### src/rtl/axis_img_pkg.sv
// ============================================================================
// axis_img_pkg : shared types and width helpers for the image stream stages
// Revision     : 1.0
// ============================================================================
`default_nettype none

package axis_img_pkg;

  localparam int AXIS_TDATA_W = 32;

  typedef struct packed {
    logic [AXIS_TDATA_W-1:0] tdata;
    logic                    tlast;
    logic                    tuser;
  } axis_beat_t;

  typedef enum logic [0:0] {
    ST_SOF    = 1'b0,
    ST_ACTIVE = 1'b1
  } frame_state_e;

  // Counter width for a 0..n-1 range; never narrower than one bit.
  function automatic int cnt_width(input int n);
    return (n > 1) ? $clog2(n) : 1;
  endfunction

endpackage

`default_nettype wire

### src/rtl/axis_skid_buffer.sv
// ============================================================================
// axis_skid_buffer : 2-entry AXI-Stream skid buffer with registered ready
// Revision         : 1.0
// ============================================================================
`default_nettype none

module axis_skid_buffer
  import axis_img_pkg::*;
#(
  parameter type T = axis_beat_t
) (
  input  logic clk,
  input  logic rst,
  input  logic s_valid_i,
  output logic s_ready_o,
  input  T     s_data_i,
  output logic m_valid_o,
  input  logic m_ready_i,
  output T     m_data_o
);

  logic [1:0] count_q, count_d;
  T           head_q, head_d;
  T           skid_q, skid_d;
  logic       ready_q;
  logic       valid_q;
  logic       in_fire;
  logic       out_fire;

  assign in_fire  = s_valid_i & ready_q;
  assign out_fire = valid_q & m_ready_i;

  // head_q is the presented beat; skid_q only holds the one beat absorbed after a stall
  always_comb begin
    count_d = count_q;
    head_d  = head_q;
    skid_d  = skid_q;
    case ({in_fire, out_fire})
      2'b10: begin
        if (count_q == 2'd0) begin
          head_d  = s_data_i;
          count_d = 2'd1;
        end else begin
          skid_d  = s_data_i;
          count_d = 2'd2;
        end
      end
      2'b01: begin
        if (count_q == 2'd2) begin
          head_d  = skid_q;
          count_d = 2'd1;
        end else begin
          count_d = 2'd0;
        end
      end
      2'b11: begin
        head_d = s_data_i;
      end
      default: ;
    endcase
  end

  always_ff @(posedge clk or posedge rst) begin
    if (rst) begin
      count_q <= 2'd0;
      head_q  <= '0;
      skid_q  <= '0;
      ready_q <= 1'b0;
      valid_q <= 1'b0;
    end else begin
      count_q <= count_d;
      head_q  <= head_d;
      skid_q  <= skid_d;
      ready_q <= (count_d != 2'd2);
      valid_q <= (count_d != 2'd0);
    end
  end

  assign s_ready_o = ready_q;
  assign m_valid_o = valid_q;
  assign m_data_o  = head_q;

endmodule

`default_nettype wire

### src/rtl/axis_line_framer.sv
// ============================================================================
// axis_line_framer : retags a frame-TLAST pixel stream with line TLAST and SOF
//                    TUSER, checking geometry. AXIS_LINE_FRAMER_STATS_EN adds
//                    the 16-bit completed-frame counter.
// Revision         : 1.0
// ============================================================================
`default_nettype none

module axis_line_framer
  import axis_img_pkg::*;
#(
  parameter int DATA_WIDTH = 32,
  parameter int IMG_WIDTH  = 640,
  parameter int IMG_HEIGHT = 480
) (
  input  logic                  aclk,
  input  logic                  areset,
  input  logic [DATA_WIDTH-1:0] s_axis_tdata,
  input  logic                  s_axis_tvalid,
  output logic                  s_axis_tready,
  input  logic                  s_axis_tlast,
  output logic [DATA_WIDTH-1:0] m_axis_tdata,
  output logic                  m_axis_tvalid,
  input  logic                  m_axis_tready,
  output logic                  m_axis_tlast,
  output logic                  m_axis_tuser,
  input  logic                  clr_err,
  output logic                  err_early_last,
  output logic                  err_missing_last,
  output logic [15:0]           frame_cnt
);

  localparam int COL_W = cnt_width(IMG_WIDTH);
  localparam int ROW_W = cnt_width(IMG_HEIGHT);
  localparam logic [COL_W-1:0] COL_LAST = COL_W'(IMG_WIDTH - 1);
  localparam logic [ROW_W-1:0] ROW_LAST = ROW_W'(IMG_HEIGHT - 1);

  typedef struct packed {
    logic [DATA_WIDTH-1:0] tdata;
    logic                  tlast;
    logic                  tuser;
  } beat_t;

  logic [COL_W-1:0] col_q, col_d;
  logic [ROW_W-1:0] row_q, row_d;
  frame_state_e     state_q, state_d;
  logic             early_q, early_d;
  logic             missing_q, missing_d;

  logic  accept;
  logic  at_last_col;
  logic  at_frame_end;
  logic  frame_end;
  beat_t in_beat;
  beat_t out_beat;

  assign accept       = s_axis_tvalid & s_axis_tready;
  assign at_last_col  = (col_q == COL_LAST);
  assign at_frame_end = at_last_col && (row_q == ROW_LAST);
  assign frame_end    = s_axis_tlast | at_frame_end;

  assign in_beat.tdata = s_axis_tdata;
  assign in_beat.tlast = at_last_col | s_axis_tlast;
  assign in_beat.tuser = (state_q == ST_SOF) && (col_q == '0) && (row_q == '0);

  always_comb begin
    col_d     = col_q;
    row_d     = row_q;
    state_d   = state_q;
    early_d   = early_q & ~clr_err;
    missing_d = missing_q & ~clr_err;
    if (accept) begin
      if (s_axis_tlast && !at_frame_end) early_d = 1'b1;
      if (!s_axis_tlast && at_frame_end) missing_d = 1'b1;
      // Any frame end, expected or not, resynchronises to the top-left pixel
      if (frame_end) begin
        col_d   = '0;
        row_d   = '0;
        state_d = ST_SOF;
      end else begin
        state_d = ST_ACTIVE;
        if (at_last_col) begin
          col_d = '0;
          row_d = row_q + 1'b1;
        end else begin
          col_d = col_q + 1'b1;
        end
      end
    end
  end

  always_ff @(posedge aclk or posedge areset) begin
    if (areset) begin
      col_q     <= '0;
      row_q     <= '0;
      state_q   <= ST_SOF;
      early_q   <= 1'b0;
      missing_q <= 1'b0;
    end else begin
      col_q     <= col_d;
      row_q     <= row_d;
      state_q   <= state_d;
      early_q   <= early_d;
      missing_q <= missing_d;
    end
  end

`ifdef AXIS_LINE_FRAMER_STATS_EN
  logic [15:0] frame_cnt_q, frame_cnt_d;

  assign frame_cnt_d = (accept && frame_end) ? frame_cnt_q + 16'd1 : frame_cnt_q;

  always_ff @(posedge aclk or posedge areset) begin
    if (areset) frame_cnt_q <= 16'd0;
    else        frame_cnt_q <= frame_cnt_d;
  end

  assign frame_cnt = frame_cnt_q;
`else
  assign frame_cnt = 16'd0;
`endif

  axis_skid_buffer #(
    .T (beat_t)
  ) u_skid (
    .clk       (aclk),
    .rst       (areset),
    .s_valid_i (s_axis_tvalid),
    .s_ready_o (s_axis_tready),
    .s_data_i  (in_beat),
    .m_valid_o (m_axis_tvalid),
    .m_ready_i (m_axis_tready),
    .m_data_o  (out_beat)
  );

  assign m_axis_tdata     = out_beat.tdata;
  assign m_axis_tlast     = out_beat.tlast;
  assign m_axis_tuser     = out_beat.tuser;
  assign err_early_last   = early_q;
  assign err_missing_last = missing_q;

endmodule

`default_nettype wire

### config.mk
export PLATFORM = sky130hd
export DESIGN_NAME = axis_line_framer
export DESIGN_NICKNAME = d
export VERILOG_FILES = /design/src/rtl/axis_img_pkg.sv /design/src/rtl/axis_skid_buffer.sv /design/src/rtl/axis_line_framer.sv
export SDC_FILE = /design/constraint.sdc
export NUM_CORES = 1
export LEC_CHECK = 0
export BUFFER_PORTS_ARGS = -buffer_cell sky130_fd_sc_hd__buf_2
export CORE_MARGIN = 5
export CORE_UTILIZATION = 40
export CTS_BUF_LIST = sky130_fd_sc_hd__clkbuf_16
export DETAILED_ROUTE_END_ITERATION = 12
export RECOVER_POWER = 25
export SETUP_SLACK_MARGIN = 0.2
export SLEW_MARGIN = 20
export SYNTH_ARGS = -nofsm -noshare
export SYNTH_HDL_FRONTEND = slang
export SYNTH_SLANG_ARGS = --single-unit
### constraint.sdc
create_clock -name aclk -period 3.35 [get_ports aclk]
set_clock_uncertainty 0.1 [all_clocks]
set_input_delay 0.8375 -clock aclk [delete_from_list [all_inputs] [get_ports aclk]]
set_output_delay 0.8375 -clock aclk [all_outputs]
set_load 0.05 [all_outputs]
; After elaboration in Yosys (flattened, before gate mapping)
; Index checks and enable logic that the tools add are counted.
[op_classes]
add_sub_neg = 2
eq_ne = 9
n_mux = 15
n_bitwise = 9
n_reduce_logical = 16
[ops]
columns = operator, count
row1 = 34-bit one-hot mux with 3 select lines, 1
row2 = 34-bit 2-to-1 mux, 2
row3 = 10-bit 2-to-1 mux, 2
row4 = 9-bit 2-to-1 mux, 2
row5 = "10-bit by 1-bit adder with 10-bit output, second input constant", 1
row6 = "10-bit equality test, second input constant", 1
row7 = 10-bit zero test, 1
row8 = "9-bit by 1-bit adder with 9-bit output, second input constant", 1
row9 = "9-bit equality test, second input constant", 1
row10 = 9-bit zero test, 1
row11 = "2-bit equality test, second input constant", 3
row12 = 1-bit 2-to-1 mux, 6
row13 = 1-bit logical AND, 5
row14 = 1-bit bitwise AND, 4
row15 = "2-bit by 1-bit inequality test with 1-bit output, second input constant", 2
row16 = 2-bit one-hot mux with 2 select lines, 1
row17 = 2-bit AND reduction, 2
row18 = 2-bit nonzero test, 2
row19 = 1-bit NOT, 3
row20 = 3-bit AND reduction, 1
row21 = 3-bit nonzero test, 1
row22 = "2-bit by 1-bit equality test with 1-bit output, second input constant", 1
row23 = 1-bit zero test, 2
row24 = 2-bit zero test, 1
row25 = 3 further kinds, 4
[totals]
ff_bits = 94
inputBits = 38
out_inout_bits = 54
wordCells = 65

; Logic depth before layout (Yosys ltp)
[logic_depth]
word_depth = 6
mapped_depth = 10
ltp_nobuf = 7

; Modules after synthesis
; Synthesis repeated with hierarchy kept, for this count alone.
[hier_totals]
hier_cells = 426
hier_area_um2 = 4565.6
[modules_own_cells]
columns = mod, n_inst, cells_per_inst, area_each_um2, seq_area_each_um2
row1 = axis_skid_buffer, 1, 276, 3183.1, 1801.7
row2 = axis_line_framer, 1, 150, 1382.6, 550.5

; Worst setup path after synthesis
; Ideal clock, no wire load.
[synth_timing]
kind = input -> register
startpoint = input s_axis_tvalid
endpoint = register u_skid.head_q (netlist bit u_skid.m_data_o[16])
setup_time_ns = 0.128
arrival_time_ns = 3.015
required_time_ns = 3.122
slack_ns = 0.108
cell_stages = 9
n_path_buf = 4
cell_sequence = and2_1 clkbuf_1 inv_1 clkbuf_1 ha_1 clkbuf_1 clkbuf_1 mux2_2 mux2_1
[synth_via]
elab_chain_len = 4
word_cells_on_any_way = 9
cone_classes = eq/ne (5) / mux (1) / bitwise (1) / reduce/logical (2)
[synth_lines]
columns = item, line
row1 = "start, declared", axis_line_framer.sv:19  ; input logic s_axis_tvalid,
row2 = 1-bit bitwise AND (*), axis_skid_buffer.sv:30  ; assign in_fire = s_valid_i & ready_q;
row3 = 2-bit by 1-bit equality test with 1-bit output / 2-bit equality test (equally long branches), axis_skid_buffer.sv:38  ; case ({in_fire, out_fire})
row4 = 2-bit by 1-bit inequality test with 1-bit output (no line) / 3-bit nonzero test (equally long branches), --
row5 = 3-bit AND reduction (no line), --
row6 = "end signal, assigned", axis_skid_buffer.sv:66  ; head_q <= '0;
row7 = "end signal, assigned", axis_skid_buffer.sv:72  ; head_q <= head_d;
row8 = "end, declared", axis_skid_buffer.sv:23  ; T head_q, head_d;
; Mark *: on every way between the ends. The rest lies on a longest branch, timed or not.
; A chain may end at the register's enable or synchronous reset.

; Final worst setup path
[layout_timing]
startpoint = input s_axis_tvalid
endpoint = register u_skid.head_q (netlist bit u_skid.m_data_o[7])
; The elaborated chain is that of the path after synthesis.

==> out/metrics.cfg <==
[clock_network]
numCtsBuffers = 9
post_cts_resized = 0
clockBufferDepth = 2
htreeDepth = 3
cts_sinks = 94
clock_latency_ps = 340
hold_buffers = 0
postCtsSetupRepairBufs = 0
tritoncts = yes
cts_root_buffer = clkbuf_16
cts.clk_slew.worst_paths_ps = 60

[setup_path]
crit_end = u_skid.m_data_o[7]
cp_max_fo = 16
crit_path_start = s_axis_tvalid
r2r_end = u_skid.m_data_o[7]
r2r_cells = 7
critPathKind = input pin to flop
startpoint_type = input pin
required_ps = 3470
r2r_slack_ps = 1000
cp.arrival_ps = 2650
crit_path_end_kind = flop
crit-reg2reg-launch = u_skid.s_ready_o

[timing]
drv_slew = 66
setup_slack_ps = 822
fin_crit_sh = 0.755
finalHoldViolCount = 0
grt_setup_unrepaired = no
setup_tns_ps = 0
max_slew_margin = -0.0793
worst_pin_slew_ps = 1620
fmax_mhz = 395
fin_crit_ps = 2530
setup_viol = 0

[synth]
yosysWarnings = 0
synth_area_um2 = 4540
syn_inst = 357
syn_avg_cell_area_um2 = 12.7
synth-seq-area-share = 0.518
yosysTopAreaCell = dfrtp_1
yosys-top-cells-area = dfrtp_1 52%, mux2_2 24%, buf_4 3.1%
yosysTopAreaCellShare = 0.518
ys_ff_latch = 94
synth-edff-count = 0
ys_types = 44
ys.flop_type = dfrtp_1
synthArstFlopShare = 1.00

[routing]
firstDrtPassIters = 4
ant_nets = 0
wl_um = 9140
routedWlPerCell_um = 15.7
top_layer = met4
routed_via_density = 5.09
wl_met3_um = 640
wl_met2_um = 4350
first_iter_violations = 138
drc = 0
wl_met1_um = 4070
vias = 2969

[status]
violations = capacitance limit, slew limit
run_status = finished with violations

[floorplan]
die_area_um2 = 13600
floorplan.initialDensity = 0.403
rows = 39
core_um2 = 11300
die_y_um = 117
ios = 92
die_w_um = 117

[global_route]
grt_pass1_wl_um = 15300
grt-ovfl-total = 0
grt_start_max_net_pins = 66
antenna_found_initial = 0
grt_use_total = 0.144
grt_pass1_vias = 3042

[place]
io_buffer_count = 75
dpl.hpwl_um = 6450
dpl_worst_slack_ps = 456
routabilityCongestion = 0.771

[worst_hold_path]
hold_path.class = flop to flop

[final_layout]
final_cell_mix = 98 x mux2_2, 94 x dfrtp_1, 74 x buf_2
nFillCells = 1001
final_common_cell = mux2_2
layout-drive-gt1-share = 0.473
fin_util = 0.474
area_growth_pct = 17.5
nets = 480
antennaDiodeCount = 0

[power_and_ir_drop]
leakagePower_uw = 0.00242
powerDensity_nw_per_um2 = 971
irDropWorstVdd_mv = 0.537

[job]
max_cap_violations = 1

stage by stage:
stage          cell area, µm²  instances  power, µW  hold slack [ps]
2_1_floorplan            4610        372       3650              349
3_3_place_gp             5060        567       4150              361
3_5_place_dp             5060        567       4220              368
4_1_cts                  5360        583       5260              381
5_1_grt                  5340        583       5500              400
6_report                 5340        583       5180              378
critical path, stage by stage:
cell,delay (ps)
buf_2,100
and2_1,200
ha_1,280
mux2_2,280
o22a_1,210
nor2_4,120
buf_4,260
mux2_2,360
cell usage after synthesis (2+ instances only):
master	n
a21oi_1	2
buf_2	3
mux2_2	98
ha_1	7
nor4_1	2
inv_1	13
dfrtp_1	94
clkbuf_1	7
a22oi_1	5
and4_1	2
o31ai_1	8
buf_4	19
nand4_1	6
or3_1	4
buf_1	2
xor2_1	3
buf_6	2
nand3_1	11
o41ai_1	2
xnor2_1	3
or4_1	4
and2_1	2
mux2i_1	2
nor4b_1	3
nor2_1	8
and3_1	3
o21ai_0	13
nand2_1	13
metal layers:
metal,global-route usage,vias to the layer above
li1,-,1412
met3,0.0622,8
met5,0,-
met1,0.189,1481
met4,0.0375,0
met2,0.222,68
sequential cells by signal (all words and copies together) (netlist names):
signal and cells:
u_skid.m_valid_o 1, u_skid.m_data_o 34, err_missing_last 1, u_skid.count_q 2, err_early_last 1, col_q 10, u_skid.skid_q 34, u_skid.s_ready_o 1
row_q 9, state_q 1
report_power, final:
| group | internal [µW] | switching [µW] | leakage, µW |
|---|---|---|---|
| Sequential | 1610 | 260 | 0.00115 |
| Combinational | 855 | 1430 | 0.00112 |
| Clock | 581 | 442 | 0.000150 |
logic make-up after synthesis:
group | Yosys count | synth area share
adders and majority gates | 7 | 0.0193
muxes | 101 | 0.250
buffers and inverters | 46 | 0.0579
and+or+nand+nor | 65 | 0.0835
AOI/OAI and AO/OA | 37 | 0.0592
other | 1 | 0.000826
DFF | 94 | 0.518
xor gates and xnor gates | 6 | 0.0116
layout make-up:
| type | instances | area (µm²) | share of cell area |
|---|---|---|---|
| flip-flops and latches | 94 | 2350 | 0.441 |
| multi-input cells | 232 | 2000 | 0.375 |
| inverters | 13 | 50.0 | 0.00937 |
| clock inverters | 7 | 71.3 | 0.0134 |
| well taps | 143 | 179 | 0.0335 |
| repair buffers | 85 | 459 | 0.0860 |
| clock buffers | 9 | 225 | 0.0422 |
worst min path at each step:
stage                       end             start  depth (start not counted)  slack (ps)
2_1_floorplan  u_skid.skid_q[0]  u_skid.skid_q[0]                          2         350
3_3_place_gp   u_skid.skid_q[0]  u_skid.skid_q[0]                          2         360
3_5_place_dp   u_skid.skid_q[0]  u_skid.skid_q[0]                          2         370
4_1_cts        u_skid.skid_q[0]  u_skid.skid_q[0]                          2         380
5_1_grt        u_skid.skid_q[0]  u_skid.skid_q[0]                          2         400
6_report       err_missing_last  err_missing_last                          2         380
Note: power is estimated with default switching activity, not from simulation.
